### src/rtl/dbus_ctrl_pkg.sv
// Shared types for the data-bus controller: access sizes, byte strobes and
// the data-bus request/response bundles.
package dbus_ctrl_pkg;

    typedef enum logic [1:0] {
        MSIZE1 = 2'd0,
        MSIZE2 = 2'd1,
        MSIZE4 = 2'd2,
        MSIZE8 = 2'd3
    } msize_t;

    typedef logic [7:0] strobe_t;

    typedef struct packed {
        logic        valid;
        logic [63:0] addr;
        msize_t      size;
        strobe_t     strobe;
        logic [63:0] data;
    } dbus_req_t;

    typedef struct packed {
        logic        addr_ok;
        logic        data_ok;
        logic [63:0] data;
    } dbus_resp_t;

    function automatic logic is_misaligned(input msize_t size, input logic [2:0] addr_lo);
        logic mis;
        mis = 1'b0;
        case (size)
            MSIZE2:  mis = addr_lo[0];
            MSIZE4:  mis = |addr_lo[1:0];
            MSIZE8:  mis = |addr_lo;
            default: mis = 1'b0;
        endcase
        return mis;
    endfunction

endpackage

### src/rtl/dbus_ctrl_store_align.sv
// Combinational store lane steering: places right-justified write data on its
// byte lane within the 64-bit bus and builds the matching byte strobe.
module store_align
    import dbus_ctrl_pkg::*;
(
    input  logic [2:0]  addr_lo,
    input  msize_t      msize,
    input  logic [63:0] wdata,
    output logic [63:0] data,
    output strobe_t     strobe
);

    logic [2:0]  lane;
    logic [63:0] base_data;
    strobe_t     base_strb;

    always_comb begin
        lane      = 3'd0;
        base_data = wdata;
        base_strb = 8'hFF;
        case (msize)
            MSIZE1: begin
                lane      = addr_lo;
                base_data = {56'd0, wdata[7:0]};
                base_strb = 8'h01;
            end
            MSIZE2: begin
                lane      = {addr_lo[2:1], 1'b0};
                base_data = {48'd0, wdata[15:0]};
                base_strb = 8'h03;
            end
            MSIZE4: begin
                lane      = {addr_lo[2], 2'b00};
                base_data = {32'd0, wdata[31:0]};
                base_strb = 8'h0F;
            end
            default: begin
                lane      = 3'd0;
                base_data = wdata;
                base_strb = 8'hFF;
            end
        endcase
        data   = base_data << {lane, 3'b000};
        strobe = base_strb << lane;
    end

endmodule

### src/rtl/dbus_ctrl.sv
// Memory-stage data-bus controller: accepts one load/store at a time, runs the
// address/data handshake on the data bus and returns an extended load result.
//
// state | meaning
// IDLE  | ready for a new access
// REQ   | dreq_valid high, waiting for addr_ok
// WAIT  | address taken, waiting for data_ok
// DRAIN | access squashed after addr_ok; absorb data_ok silently
// RESP  | one-cycle completion (or misalignment error) pulse
module dbus_ctrl
    import dbus_ctrl_pkg::*;
#(
    parameter bit MISALIGN_CHK = 1'b1
) (
    input  logic        clk,
    input  logic        resetn,
    input  logic        req_valid,
    input  logic        req_store,
    input  logic [63:0] req_addr,
    input  msize_t      req_msize,
    input  logic        req_sext,
    input  logic [63:0] req_wdata,
    input  logic        flush,
    output logic        req_ready,
    output logic        stall,
    output logic        resp_valid,
    output logic [63:0] resp_rdata,
    output logic        resp_misalign,
    output logic        dreq_valid,
    output logic [63:0] dreq_addr,
    output msize_t      dreq_size,
    output strobe_t     dreq_strobe,
    output logic [63:0] dreq_data,
    input  logic        dresp_addr_ok,
    input  logic        dresp_data_ok,
    input  logic [63:0] dresp_data
);

    typedef enum logic [2:0] {
        S_IDLE,
        S_REQ,
        S_WAIT,
        S_DRAIN,
        S_RESP
    } state_t;

    state_t      state, state_nxt;
    logic [63:0] addr_q, data_q, rdata_q;
    msize_t      size_q;
    strobe_t     strb_q;
    logic        store_q, sext_q, err_q;
    logic [63:0] al_data;
    strobe_t     al_strb;
    logic        mis;
    dbus_req_t   dreq;
    dbus_resp_t  dresp;

    store_align u_store_align (
        .addr_lo (req_addr[2:0]),
        .msize   (req_msize),
        .wdata   (req_wdata),
        .data    (al_data),
        .strobe  (al_strb)
    );

    assign mis   = MISALIGN_CHK && is_misaligned(req_msize, req_addr[2:0]);
    assign dresp = '{addr_ok: dresp_addr_ok, data_ok: dresp_data_ok, data: dresp_data};

    always_ff @(posedge clk or negedge resetn) begin
        if (!resetn) begin
            state   <= S_IDLE;
            addr_q  <= '0;
            size_q  <= MSIZE1;
            store_q <= 1'b0;
            sext_q  <= 1'b0;
            err_q   <= 1'b0;
            data_q  <= '0;
            strb_q  <= '0;
            rdata_q <= '0;
        end else begin
            state <= state_nxt;
            if (state == S_IDLE && req_ready) begin
                addr_q  <= req_addr;
                size_q  <= req_msize;
                store_q <= req_store;
                sext_q  <= req_sext;
                err_q   <= mis;
                data_q  <= req_store ? al_data : 64'd0;
                strb_q  <= req_store ? al_strb : 8'h00;
                rdata_q <= '0;
            end else if ((state == S_REQ && dresp.addr_ok && dresp.data_ok) ||
                         (state == S_WAIT && dresp.data_ok)) begin
                rdata_q <= dresp.data;
            end
        end
    end

    always_comb begin
        state_nxt     = state;
        req_ready     = 1'b0;
        resp_valid    = 1'b0;
        case (state)
            S_IDLE: begin
                req_ready = req_valid & ~flush;
                if (req_ready)
                    state_nxt = mis ? S_RESP : S_REQ;
            end
            S_REQ: begin
                // once addr_ok is seen the bus owes us data_ok, so a flush only
                // decides whether the result is reported
                if (dresp.addr_ok && dresp.data_ok)
                    state_nxt = flush ? S_IDLE : S_RESP;
                else if (dresp.addr_ok)
                    state_nxt = flush ? S_DRAIN : S_WAIT;
                else if (flush)
                    state_nxt = S_IDLE;
            end
            S_WAIT: begin
                if (dresp.data_ok)
                    state_nxt = flush ? S_IDLE : S_RESP;
                else if (flush)
                    state_nxt = S_DRAIN;
            end
            S_DRAIN: begin
                if (dresp.data_ok)
                    state_nxt = S_IDLE;
            end
            S_RESP: begin
                resp_valid = ~flush;
                state_nxt  = S_IDLE;
            end
            default: state_nxt = S_IDLE;
        endcase
    end

    assign dreq = '{valid: (state == S_REQ), addr: addr_q, size: size_q,
                    strobe: strb_q, data: data_q};

    assign dreq_valid  = dreq.valid;
    assign dreq_addr   = dreq.addr;
    assign dreq_size   = dreq.size;
    assign dreq_strobe = dreq.strobe;
    assign dreq_data   = dreq.data;

    assign stall         = req_valid & (state != S_RESP);
    assign resp_misalign = resp_valid & err_q;

    logic [63:0] shifted, ext;
    always_comb begin
        shifted = rdata_q >> {addr_q[2:0], 3'b000};
        case (size_q)
            MSIZE1:  ext = {{56{sext_q & shifted[7]}},  shifted[7:0]};
            MSIZE2:  ext = {{48{sext_q & shifted[15]}}, shifted[15:0]};
            MSIZE4:  ext = {{32{sext_q & shifted[31]}}, shifted[31:0]};
            default: ext = shifted;
        endcase
    end

    assign resp_rdata = (store_q | err_q) ? 64'd0 : ext;

endmodule

### config.mk
export PLATFORM = sky130hd
export DESIGN_NAME = dbus_ctrl
export DESIGN_NICKNAME = d
export VERILOG_FILES = /design/src/rtl/dbus_ctrl_pkg.sv /design/src/rtl/dbus_ctrl_store_align.sv /design/src/rtl/dbus_ctrl.sv
export SDC_FILE = /design/constraint.sdc
export NUM_CORES = 1
export LEC_CHECK = 0
export CAP_MARGIN = 5
export CORE_AREA = 2 2 159 161
export CTS_BUF_LIST = sky130_fd_sc_hd__clkbuf_8 sky130_fd_sc_hd__clkbuf_16
export CTS_CLUSTER_DIAMETER = 120
export DETAILED_ROUTE_END_ITERATION = 6
export DIE_AREA = 0 0 161 163
export DONT_BUFFER_PORTS = 1
export RECOVER_POWER = 100
export SLEW_MARGIN = 20
export SYNTH_ARGS = -nofsm -noshare
export SYNTH_HDL_FRONTEND = slang
export SYNTH_SLANG_ARGS = --single-unit
### constraint.sdc
create_clock -name clk -period 3.15 [get_ports clk]
set_input_delay 0.315 -clock clk [delete_from_list [all_inputs] [get_ports clk]]
set_output_delay 0.315 -clock clk [all_outputs]
set_load 0.01 [all_outputs]
==> metrics.yaml <==
status: "finished with violations"
violations: "negative hold slack, max-capacitance violations, max-slew violations"
nets: 1546
setup_violations: 0
powerDensity_mw_per_mm2: 985.4
crit_fanout: 30
ir_drop_v: 0.0005176
syn_nets: 1436
clkSinkCount: 208
wl_per_cell_um: 22.65
numCtsBuffers: 24
r2r_start: "state[0]"
clock.fmax_mhz: 330.2
ys_types: 55
p_leak_nw: 6.189
fin_setup_tns_ps: 0
crit_end: "resp_rdata[41]"
synth_cells: 1234
crit_path_top_delay_cell: "dfrtp_4"
h-tree-depth: 1
relSlewSlack: -0.06056
portBuffers: 0
core_area_mm2: 0.02467
startpoint: "dreq_addr[0]"
netlist_area_mm2: 0.01078
rr_worst_depth: 5
hold_buffers: 149
ys_seq_area_frac: 0.4830
worstPathCellList: "mux2i_1 > a22o_1 > nor4_1 > a211oi_4 > buf_6 > a21oi_1 > clkbuf_1"
synth_area_leaders: "dfrtp_1 (48%), nand2_1 (16%), mux2i_1 (4.2%)"
fin_util: 0.5381
rrSetupSlack_ps: 210
grt_pass1_vias: 9826
required_ps: 2830
wl_um: 38300
dieHeight_um: 163
synthTopCellsByCount: "nand2_1 (449), dfrtp_1 (208), o21ai_0 (74), clkbuf_1 (69), nand3_1 (66)"
rsz0062_at_grt: "no"
post-cts-setup-buffer-count: 0
synth_area_per_cell_um2: 8.733
arrival_ps: 2710
ys.flop_type: "dfrtp_1"
drive_above_1_share: 0.07211
synth_most_common_cell: "nand2_1"
grt_usage: 0.2822
rows: 58
critPathKind: "reg -> out"
worst_clock_skew_ps: 13.41
crit_path_end_kind: "primary output"
cts_tree: "built"
r2r-end: "dreq_data[7]"
hold_viol: 208
hpwl_um: 25830
synth-edff-count: 0
grt_pass1_wl_um: 57570
period_share: 0.9615
min_period_ps: 3029
cts_buffer_depth: 3
die_x_um: 161
drv_cap: 1
crit_path_max_incr_delay_ps: 580
holdWs_ps: -501.2
yosys.area.top_type: "dfrtp_1"
ios: 409
viasPerCell: 5.758
worstMarginPinSlew_ps: 1591
syn2layout_area_growth_pct: 23.20
first_pass_iters: 6
synth.top_cell.area_share: 0.4830
place.gp.congestion: 0.9164
slew_violations: 207
yosys_warnings: 0
grt_remaining_overflow: 0
drc: 0
vias: 9737
clkLatencyLatePin_ps: 510
crit_path_start_kind: "flip-flop"
ant_nets: 0
grt_max_degree: 209
clk_pin_slew_ps: 60
hp-class: "in -> async"
synth_async_sr_flop_share: 1.000
start_util: 0.4368
drt_iter0_markers: 781
grt_antenna_before_repair: 2
ys_ff_latch: 208
root_buffer: "clkbuf_16"
die_area_mm2: 0.02624
==> kinds of logic (layout without fill, tap and decap cells) <==
family,count (synthesis),count (layout),share of synthesized area
flops,208,208,0.4830
simple gates,581,581,0.2235
buf+inv,107,232,0.04122
compound gates,269,269,0.1656
other cells,0,2,0
mux,69,69,0.08673
==> metrics by stage <==
step	instance area (µm²)	cells	worst slack, ps	hold slack (ps)	power [mW]
finish	13280	1691	121.3	-501.2	13.08
global route	13280	1691	24.49	-530.1	13.89
CTS	13370	1689	28.79	-515.7	13.18
detailed placement	11090	1499	595.2	25.33	10.19
global placement	11090	1499	649.9	24.79	10.10
floorplan	10780	1234	911.1	19.41	8.625
==> placed cells by master (no fill, tap or decap), types with 10 or more instances in the layout <==
| master | n |
|---|---|
| buf_4 | 20 |
| a2bb2oi_1 | 37 |
| clkbuf_16 | 25 |
| o21a_1 | 19 |
| dfrtp_1 | 206 |
| nand3_1 | 67 |
| a21oi_1 | 61 |
| nor2b_1 | 10 |
| mux4_2 | 19 |
| mux2i_1 | 45 |
| nor2_1 | 18 |
| clkbuf_1 | 11 |
| a22o_1 | 10 |
| o22ai_1 | 11 |
| nand2b_1 | 13 |
| o21ai_0 | 74 |
| a22oi_1 | 18 |
| nand2_1 | 448 |
| inv_1 | 10 |
| dlygate4sd3_1 | 149 |
==> how the worst min path moves through the flow <==
| stage | start | end | slack, ps | depth (start not counted) |
|---|---|---|---|---|
| final | resetn | rdata_q[5] | -500 | 0 |
| after global routing | resetn | rdata_q[5] | -530 | 0 |
| after CTS | resetn | rdata_q[25] | -520 | 0 |
| after detailed placement | resetn | rdata_q[4] | 30 | 0 |
| after global placement | resetn | rdata_q[3] | 20 | 0 |
| after floorplan | resetn | dreq_addr[0] | 20 | 0 |
==> repair_timing <==
action | CTS | global route
endpoints found under the hold margin | 362 | 208
gates resized for setup | 0 | 3
setup endpoints to repair | 0 | 13
==> power breakdown <==
part           internal, mW  switching, mW
clock network          1.69           1.08
logic                  1.94           2.90
registers              3.83           1.65
==> flip-flops by register name, summed over array words and instances (netlist names) <==
register,cells
store_q,1
state,3
dreq_addr,64
dreq_data,64
sext_q,1
dreq_size,2
dreq_strobe,8
rdata_q,64
err_q,1
==> worst max-delay path, delay by kind of cell, from the launching register on <==
| family | cells | cell delay, ps |
|---|---|---|
| compound gates | 3 | 540 |
| buf+inv | 2 | 390 |
| flops | 1 | 580 |
| mux | 1 | 160 |
| simple gates | 1 | 530 |
==> routing by layer <==
metal	wire length [µm]	track usage	vias to the layer above
li1	-	-	4442
met1	14400	0.3430	4720
met2	18630	0.4742	490
met3	3651	0.07970	85
met4	1617	0.1169	0
met5	0	0	-
==> area by class of cell <==
| cell class | instances | area (µm²) |
|---|---|---|
| Clock buffer | 29 | 680.7 |
| Multi-Input combinational cell | 919 | 5097 |
| Antenna cell | 2 | 5.005 |
| Clock inverter | 12 | 113.9 |
| Timing Repair Buffer | 184 | 1730 |
| Tap cell | 330 | 412.9 |
| Fill cell | 2303 | 11400 |
| Inverter | 7 | 26.28 |
| Sequential cell | 208 | 5210 |
Note: power is estimated with default switching activity, not from simulation.
